`src/rtl/mux_n_reg.sv`:
```
// Parametrised N-input, WIDTH-bit operand selector with a registered output, load-enable hold,
// a result strobe, a registered select echo and out-of-range select detection with a sticky flag.
module mux_n_reg #(
    parameter int                 WIDTH     = 32,
    parameter int                 N_IN      = 4,
    parameter int                 SEL_W     = 4,
    parameter logic [WIDTH-1:0]   RESET_VAL = '0,
    parameter int                 ERR_CNT_W = 8
) (
    input  logic                  clk,
    input  logic                  reset,
    input  logic [N_IN*WIDTH-1:0] in_bus,
    input  logic [SEL_W-1:0]      sel,
    input  logic                  load,
    input  logic                  clr_err,
    output logic [WIDTH-1:0]      out,
    output logic                  out_valid,
    output logic [SEL_W-1:0]      sel_q,
    output logic                  err_pulse,
    output logic                  err_sticky,
    output logic [ERR_CNT_W-1:0]  err_cnt
);

    // One extra bit so N_IN == 2**SEL_W is representable; then the compare is constant-true
    // and the whole error path folds to constant 0.
    localparam logic [SEL_W:0] N_IN_L = (SEL_W+1)'(N_IN);

    logic                 w_sel_legal;
    logic                 w_load_ok;
    logic                 w_load_bad;
    logic                 w_cnt_max;
    logic [WIDTH-1:0]     w_sel_data;

    logic [WIDTH-1:0]     r_out;
    logic                 r_out_valid;
    logic [SEL_W-1:0]     r_sel_q;
    logic                 r_err_pulse;
    logic                 r_err_sticky;
    logic [ERR_CNT_W-1:0] r_err_cnt;

    assign w_sel_legal = ({1'b0, sel} < N_IN_L);
    assign w_load_ok   = load & w_sel_legal;
    assign w_load_bad  = load & ~w_sel_legal;
    assign w_cnt_max   = &r_err_cnt;

    // NOTE: the default before the loop keeps this purely combinational; without it an
    // unmatched select would have to hold the old value and a latch would be inferred.
    always_comb begin
        w_sel_data = '0;
        for (int k = 0; k < N_IN; k++) begin
            if (sel == SEL_W'(k)) begin
                w_sel_data = in_bus[k*WIDTH +: WIDTH];
            end
        end
    end

    // NOTE: all state uses non-blocking assignments so every register samples the
    // pre-edge values, independent of statement order.
    always_ff @(posedge clk or negedge reset) begin
        if (!reset) begin
            r_out       <= RESET_VAL;
            r_sel_q     <= '0;
            r_out_valid <= 1'b0;
            r_err_pulse <= 1'b0;
        end else begin
            r_out_valid <= w_load_ok;
            r_err_pulse <= w_load_bad;
            if (w_load_ok) begin
                r_out   <= w_sel_data;
                r_sel_q <= sel;
            end
        end
    end

    // An illegal load in the same cycle as clr_err wins: the clear is applied first,
    // so the counter restarts at 1 instead of being zeroed.
    always_ff @(posedge clk or negedge reset) begin
        if (!reset) begin
            r_err_sticky <= 1'b0;
            r_err_cnt    <= '0;
        end else if (w_load_bad) begin
            r_err_sticky <= 1'b1;
            if (clr_err) begin
                r_err_cnt <= ERR_CNT_W'(1);
            end else if (!w_cnt_max) begin
                r_err_cnt <= r_err_cnt + ERR_CNT_W'(1);
            end
        end else if (clr_err) begin
            r_err_sticky <= 1'b0;
            r_err_cnt    <= '0;
        end
    end

    assign out        = r_out;
    assign out_valid  = r_out_valid;
    assign sel_q      = r_sel_q;
    assign err_pulse  = r_err_pulse;
    assign err_sticky = r_err_sticky;
    assign err_cnt    = r_err_cnt;

endmodule

```
`config.mk`:
```
export PLATFORM = sky130hd
export DESIGN_NAME = mux_n_reg
export DESIGN_NICKNAME = d
export VERILOG_FILES = /design/src/rtl/mux_n_reg.sv
export SDC_FILE = /design/constraint.sdc
export NUM_CORES = 1
export LEC_CHECK = 0
export ABC_CLOCK_PERIOD_IN_PS = 3800
export CAP_MARGIN = 20
export CORE_UTILIZATION = 41
export CTS_BUF_LIST = sky130_fd_sc_hd__clkbuf_8
export CTS_CLUSTER_DIAMETER = 200
export DETAILED_ROUTE_END_ITERATION = 8
export GPL_TIMING_DRIVEN = 0
export PLACE_DENSITY = 0.95
export SETUP_SLACK_MARGIN = 0.05
export SLEW_MARGIN = 20
export SYNTH_ARGS = -nofsm -noshare
export SYNTH_HDL_FRONTEND = slang
export SYNTH_SLANG_ARGS = --single-unit
```
`constraint.sdc`:
```
create_clock -name clk -period 3.8 [get_ports clk]
set_input_delay 0.95 -clock clk [delete_from_list [all_inputs] [get_ports clk]]
set_output_delay 0.95 -clock clk [all_outputs]
set_load 0.01 [all_outputs]
```
# After elaboration in Yosys (flattened, before gate mapping)
# Cells that the tools add are included.
dict set report word_totals {
  n_memories 0
  elab_cells 29
  latch_bits 0
  ram_bits 0
  regBits 47
  output_inout_bits 47
  romBits 0
}
dict set report classes {
  n_div 0
  addsub 1
  n_mux 10
  mul 0
  magnitude_cmp 1
  reduce_logical 4
  eq_ne 4
  bitwise_logic 3
  shift 0
}
# operator n
set ops {}
lappend ops {{32-bit two-way mux} 4}
lappend ops {{8-bit two-way mux} 4}
lappend ops {{8-bit by 1-bit adder with 8-bit output, second input constant} 1}
lappend ops {{4-bit by 2-bit == test with 1-bit output, second input constant} 2}
lappend ops {{8-bit AND reduction} 1}
lappend ops {{4-bit by 1-bit == test with 1-bit output, second input constant} 1}
lappend ops {{4-bit zero test} 1}
lappend ops {{4-bit by 3-bit < comparator with 1-bit output, second input constant} 1}
lappend ops {{1-bit bitwise AND} 2}
lappend ops {{1-bit two-way mux} 2}
lappend ops {{2-bit inequality test, second input constant} 1}
lappend ops {{2-bit AND reduction} 1}
lappend ops {{2-bit nonzero test} 1}
lappend ops {{1-bit inverter} 1}

# Depth between registers and ports, before layout
# Gate-level depths: netlist of run 1.
dict set report logic_depth {
  word_depth 5
  depth_mapped 5
  depth_no_buf 4
}

# Least setup slack after synthesis of run 1
# No wires, ideal clock.
dict set report synth_timing {
  path_type {input to register}
  from {input port sel[1]}
  to {register r_out[20] (netlist: out[20])}
  stages 5
  setup_ns 0.119
  arrival_ns 1.966
  n_path_buf 2
  path_slack_ns 1.715
  cell_sequence {buf_4 clkbuf_1 mux2i_1 o221ai_2 o21a_1}
}
dict set report synth_via {
  elab_chain_cells 5
  word_cells_on_any_way 10
}
# element line_no
set synth_rtl {}
lappend synth_rtl {{start, declared} 13} ;# input logic [SEL_W-1:0] sel,
lappend synth_rtl {{4-bit zero test} 51} ;# if (sel == SEL_W'(k)) begin
lappend synth_rtl {{32-bit two-way mux (4 in a row)} 51}
lappend synth_rtl {{end signal, assigned} 69} ;# r_out <= w_sel_data;
lappend synth_rtl {{end, declared} 34} ;# logic [WIDTH-1:0] r_out;
# Parallel ways exist; a longest one is shown, timed or not.
# A chain may end at the register's enable or synchronous reset.

# Worst setup path in the final report of run 1
dict set report layout_timing {
  from {input port sel[0]}
  to {register r_out[11] (netlist: out[11])}
}
# Same word-level chain as after synthesis.

==> impl_metrics.ini, run 1 <==
[global_route]
grt.busiest_layer = met2
gr-usage-met2_pct = 49.0
track_usage_pct = 26.4
gr-usage-met1_pct = 29.5
grt_first_pass_wirelength_mm = 15.0
gr-usage-met3_pct = 4.96
global_route.overflow_total = 0
grt_pass1_vias = 3090
antenna_found_initial = 0
grt_max_degree = 25

[yosys]
async_reset_ff_share_pct = 100
synth.area.top_cells = dfrtp_1 41%, mux2i_1 21%, o21a_1 8.4%
ys_seq_elements = 47
synth_cells = 240
synth_edf_count = 0
synth_flop_cell = dfrtp_1
yosysTopAreaCell = dfrtp_1
syn-num-nets = 377
ys_warn_count = 0
post_synth_num_cell_types = 36
yosysTopAreaCellShare_pct = 41.2
synth.avg_cell_area_um2 = 11.9
synth_area_mm2 = 0.00285
synth_seq_area_share_pct = 41.2

[timing]
tns_ns = 0
unrepaired_setup_endpoints_after_global_routing = false
post-route-period-util_pct = 69.1
clock-skew-final_ns = 0.00570
max_clock_freq_ghz = 0.381
timing.final.hold_violations = 0
finalSetupViolCount = 0
fin_ws_ns = 1.17
post-route-min-period_ns = 2.63
drv_slew = 0
timing_worst_slew_pin_value_ns = 0.719
relSlewSlack_pct = 52.1

[worst_hold_path]
worst_hold_startpoint = out[18]
min_delay_path_depth = 1
hold_class = flip-flop to flip-flop
holdPathEnd = out[18]

[placement]
io_buffer_count = 180
gp_congestion = 0.811
placement.setup.worst_slack_ns = 0.875
dpl_wire_length_mm = 7.68

[final_layout]
antenna-diode-count = 0
num-fill-cells = 514
drive_above_1_share_pct = 8.88
area_growth_syn_to_layout_pct = 71.2
nets = 565
final-seq-area_mm2 = 0.00118
multi_input_area_mm2 = 0.00154

[drt]
via_per_inst = 5.71
first_pass_drt_iterations = 4
drc = 0
via_count = 2899
antenna_violating_nets_post_route = 0
initialDrtViolationCount = 106
total_routed_wirelength_mm = 9.60
avgRoutedWirePerCell_um = 18.9

[die]
die_width_um = 85.4
num_rows = 30
chipHeight_um = 85.4
floorplan.die_area_mm2 = 0.00730
core-area_mm2 = 0.00676
io_pins = 183
initial_utilization_pct = 42.2

[worst_setup_path]
startpoint_type = input pin
critical_path.reg2reg.endpoint = err_cnt[4]
worst-endpoint-required_ns = 4.04
crit_arrival_ns = 2.87
worst_setup_path_end_kind = flip-flop
r2r_cells = 4
worstReg2RegStart = err_cnt[0]
critPathMaxFanout = 10
rrSetupSlack_ns = 2.10
criticalPathCategory = input pin to flip-flop

[cts]
clk_root_buffer_cell = clkbuf_8
clock_sinks = 47
cts-buffers-inserted = 5
postCtsHoldBufs = 0
cts_htree_levels = 2
worst_setup_hold_path_clk_slew_ns = 0.09
insertion_delay_ns = 0.30
tritoncts = done
cts_buffer_depth = 2
post_cts.repair.setup_buffers = 0
postCtsResizedCells = 0

[power_and_ir_drop]
irDropWorstVdd_mv = 0.166
power.leakage_nw = 1.99
powerDensity_mw_per_mm2 = 307

[run]
max_cap_viol_count = 0

[status]
outcome = complete, no violations
[registers in the layout (all words and copies together) (netlist names)]
name	count
err_cnt	8
err_pulse	1
err_sticky	1
out	32
out_valid	1
sel_q	4
[layout by cell type (no fill, tap or decap), types with 2 or more instances in the layout]
cell type,Yosys,layout
a41oi_1,2,2
a311oi_1,2,2
nand2_1,3,3
a211oi_1,2,2
buf_4,2,2
dfrtp_1,47,47
buf_6,2,2
clkbuf_1,9,9
nor3_1,2,2
mux2_2,6,6
a21oi_1,3,3
mux4_1,3,3
o221ai_1,19,19
clkbuf_8,0,5
nor2b_1,3,3
buf_2,9,10
mux2i_1,59,59
and3_1,4,4
inv_1,4,4
clkdlybuf4s50_1,0,179
o221ai_2,10,10
nand3_1,2,2
o21a_1,32,32
[cell usage after synthesis, types with 2 or more instances]
library cell and number:
a211oi_1 2, a21oi_1 3, a311oi_1 2, a41oi_1 2, and3_1 4, buf_2 9, buf_4 2, buf_6 2
clkbuf_1 9, dfrtp_1 47, inv_1 4, mux2_2 6, mux2i_1 59, mux4_1 3, nand2_1 3, nand3_1 2
nor2b_1 3, nor3_1 2, o21a_1 32, o221ai_1 19, o221ai_2 10
[critical path: stages]
cell and delay, ns:
clkdlybuf4s50_1 0.71, or3b_1 0.42, clkbuf_1 0.26, o221ai_1 0.34, o21a_1 0.18
[metal layers]
metal  vias up  wire (um)  share of wire (%)
li1       1319          -                  -
met1      1423       3580                 37
met2       134       5100                 53
met3        23        649                6.8
met4         0        273                2.8
met5         -          0                  0
[cells by family (layout without fill, tap and decap cells)]
family                     after synthesis  count (layout)  share of synthesized area, %
AOI/OAI and AO/OA                       75              75                          23.2
muxes                                   68              68                          25.8
DFF                                     47              47                          41.2
buffers and inverters                   27             215                          4.74
and+or+nand+nor                         22              22                          4.56
adders and majority gates                1               1                         0.439
[where the power goes]
part | internal (mW) | switching, mW
clock | 0.192 | 0.168
combinational | 0.334 | 0.195
sequential | 0.569 | 0.0390
total | 1.10 | 0.402
[worst max-delay path by stage]
stage	from	endpoint	slack [ns]
after CTS	sel[0]	out[11]	1.20
final	sel[0]	out[11]	1.17
after global placement	reset	out[28]	0.51
after detailed placement	sel[0]	out[11]	0.87
after floorplan	sel[1]	out[20]	1.72
after global routing	sel[0]	out[11]	1.08
[final cells by class]
type	count	area share, %
tap	80	2.05
multi-input combinational	166	31.6
clock inverter	2	0.769
timing repair buffer	181	37.4
inverter	4	0.307
sequential	47	24.1
buffer	23	2.46
clock buffer	5	1.41
[per-stage QoR]
stage,area (um^2),utilization (%),cells,power [mW],hold WS (ns)
after floorplan,2850,-,240,0.804,0.521
after CTS,4880,72.3,508,1.51,0.498
after global routing,4880,72.3,508,1.56,0.515
after global placement,4750,70.4,500,1.13,0.470
after detailed placement,4780,70.7,501,1.15,0.479
final,4880,72.3,508,1.50,0.494
No activity file was read; power rests on OpenSTA's default activity.
==> run 2: changes to the inputs <==
Settings changed: ABC_CLOCK_PERIOD_IN_PS 3800 to 2200, CORE_UTILIZATION 41 to 34, PLACE_DENSITY 0.95 to 0.89.
Clock period 3.8 ns to 2.2 ns, I/O delays scaled along.
==> run 2 against run 1 <==
Clock-buffer cell count unchanged. Combinational power up 70%. Critical endpoint is now out[18]. Worst setup slack worse by 1.0 ns.
==> impl_metrics.ini, run 2 (synthesized netlist as in run 1, its figures left out) <==
[timing]
post-route-min-period_ns = 2.06
unrepaired_setup_endpoints_after_global_routing = true
timing.final.hold_violations = 0
fin_ws_ns = 0.136
drv_slew = 0
post-route-period-util_pct = 93.8
timing_worst_slew_pin_value_ns = 0.712
relSlewSlack_pct = 52.6
max_clock_freq_ghz = 0.485
finalSetupViolCount = 0
clock-skew-final_ns = 0.00142
timing.hold.ws_ns = 0.168

[global_route]
global_route.overflow_total = 0
grt_max_degree = 32
track_usage_pct = 21.3
grt_pass1_vias = 2957
antenna_found_initial = 0
grt_first_pass_wirelength_mm = 14.4

[worst_setup_path]
setup.worst_path.start = sel[0]
worst_setup_path_end_kind = flip-flop
critPathMaxFanout = 10
worst-endpoint-required_ns = 2.39
r2r_cells = 4
crit_path_end = out[18]
criticalPathCategory = input pin to flip-flop
rrSetupSlack_ns = 0.46
crit_arrival_ns = 2.25
critical_path.reg2reg.endpoint = err_cnt[4]
startpoint_type = input pin
worstReg2RegStart = err_cnt[0]

[die]
io_pins = 183
floorplan.die_area_mm2 = 0.00876
core-area_mm2 = 0.00818
chipHeight_um = 93.6
initial_utilization_pct = 34.9
die_width_um = 93.6
num_rows = 33

[run]
max_cap_viol_count = 0

[power_and_ir_drop]
power.leakage_nw = 2.00
powerDensity_mw_per_mm2 = 502
irDropWorstVdd_mv = 0.280
fin_total_pwr_mw = 2.46

[worst_hold_path]
hold_class = input pin to asynchronous set/reset pin

[cts]
insertion_delay_ns = 0.30
cts_buffer_depth = 2
tritoncts = done
postCtsHoldBufs = 0
worst_setup_hold_path_clk_slew_ns = 0.09
clk_root_buffer_cell = clkbuf_8
cts_htree_levels = 2
cts-buffers-inserted = 5
clock_sinks = 47

[final_layout]
mostFrequentLayoutCells = 179 x clkdlybuf4s50_1, 59 x mux2i_1, 47 x dfrtp_1
final-seq-area_mm2 = 0.00118
finalInstanceArea_mm2 = 0.00489
antenna-diode-count = 0
final_util_pct = 59.8
nets = 565
largest_register_ff_count = 32
area_growth_syn_to_layout_pct = 71.4
drive_above_1_share_pct = 9.79
final_common_cell = clkdlybuf4s50_1
num-fill-cells = 689
multi_input_area_mm2 = 0.00154

[drt]
drc = 0
first_pass_drt_iterations = 4
avgRoutedWirePerCell_um = 17.0
total_routed_wirelength_mm = 9.09
initialDrtViolationCount = 65
via_count = 2805
via_per_inst = 5.25
antenna_violating_nets_post_route = 0

[placement]
gp_congestion = 0.788
placement.setup.worst_slack_ns = -0.214
placed_area_mm2 = 0.00480
io_buffer_count = 180
dpl_wire_length_mm = 7.24

[status]
outcome = complete, no violations
[run 2: worst min path at each step]
| stage | startpoint | endpoint | slack (ns) | depth (start not counted) |
|---|---|---|---|---|
| floorplan | reset | err_cnt[0] | 0.25 | 0 |
| global placement | err_sticky | err_sticky | 0.47 | 1 |
| detailed placement | out[11] | out[11] | 0.48 | 1 |
| CTS | reset | err_cnt[7] | 0.17 | 1 |
| global route | reset | err_cnt[6] | 0.19 | 1 |
| finish | reset | err_cnt[7] | 0.17 | 1 |
[run 2: final cells by class]
| class | count | area share, % |
|---|---|---|
| Tap cell | 105 | 2.69 |
| Multi-Input combinational cell | 166 | 31.5 |
| Timing Repair Buffer | 181 | 37.1 |
| Clock inverter | 3 | 0.333 |
| Inverter | 4 | 0.307 |
| Buffer | 23 | 2.56 |
| Sequential cell | 47 | 24.0 |
| Clock buffer | 5 | 1.41 |
[run 2: repair_timing]
action                     in CTS  in global routing
gates resized for setup         0                  8
buffers inserted                0                  0
setup endpoints to repair       0                 29
[run 2: critical path, stage by stage]
cell and delay, ns:
clkdlybuf4s50_1 0.63, or3_1 0.17, buf_2 0.27, buf_2 0.35, o221ai_1 0.15, o21a_1 0.14
[run 2: through the flow]
step,cells,TNS [ns]
CTS,534,0
global placement,525,-40.42
detailed placement,526,-4.87
finish,534,0
floorplan,240,0
global route,534,0
[run 2: where the power goes]
group | total (mW) | switching [mW] | internal, mW
Combinational | 0.900 | 0.325 | 0.575
Sequential | 1.05 | 0.0656 | 0.984
Clock | 0.507 | 0.289 | 0.218
Total | 2.46 | 0.680 | 1.78
[run 2: metal layers]
layer	vias to the layer above	share of wire [%]	global-route usage, %	wire length, um
met1	1352	38	24.6	3470
met3	9	8.2	5.53	747
met5	-	0	0	0
met2	121	53	39.6	4780
li1	1323	-	-	-
met4	0	1.0	4.23	93
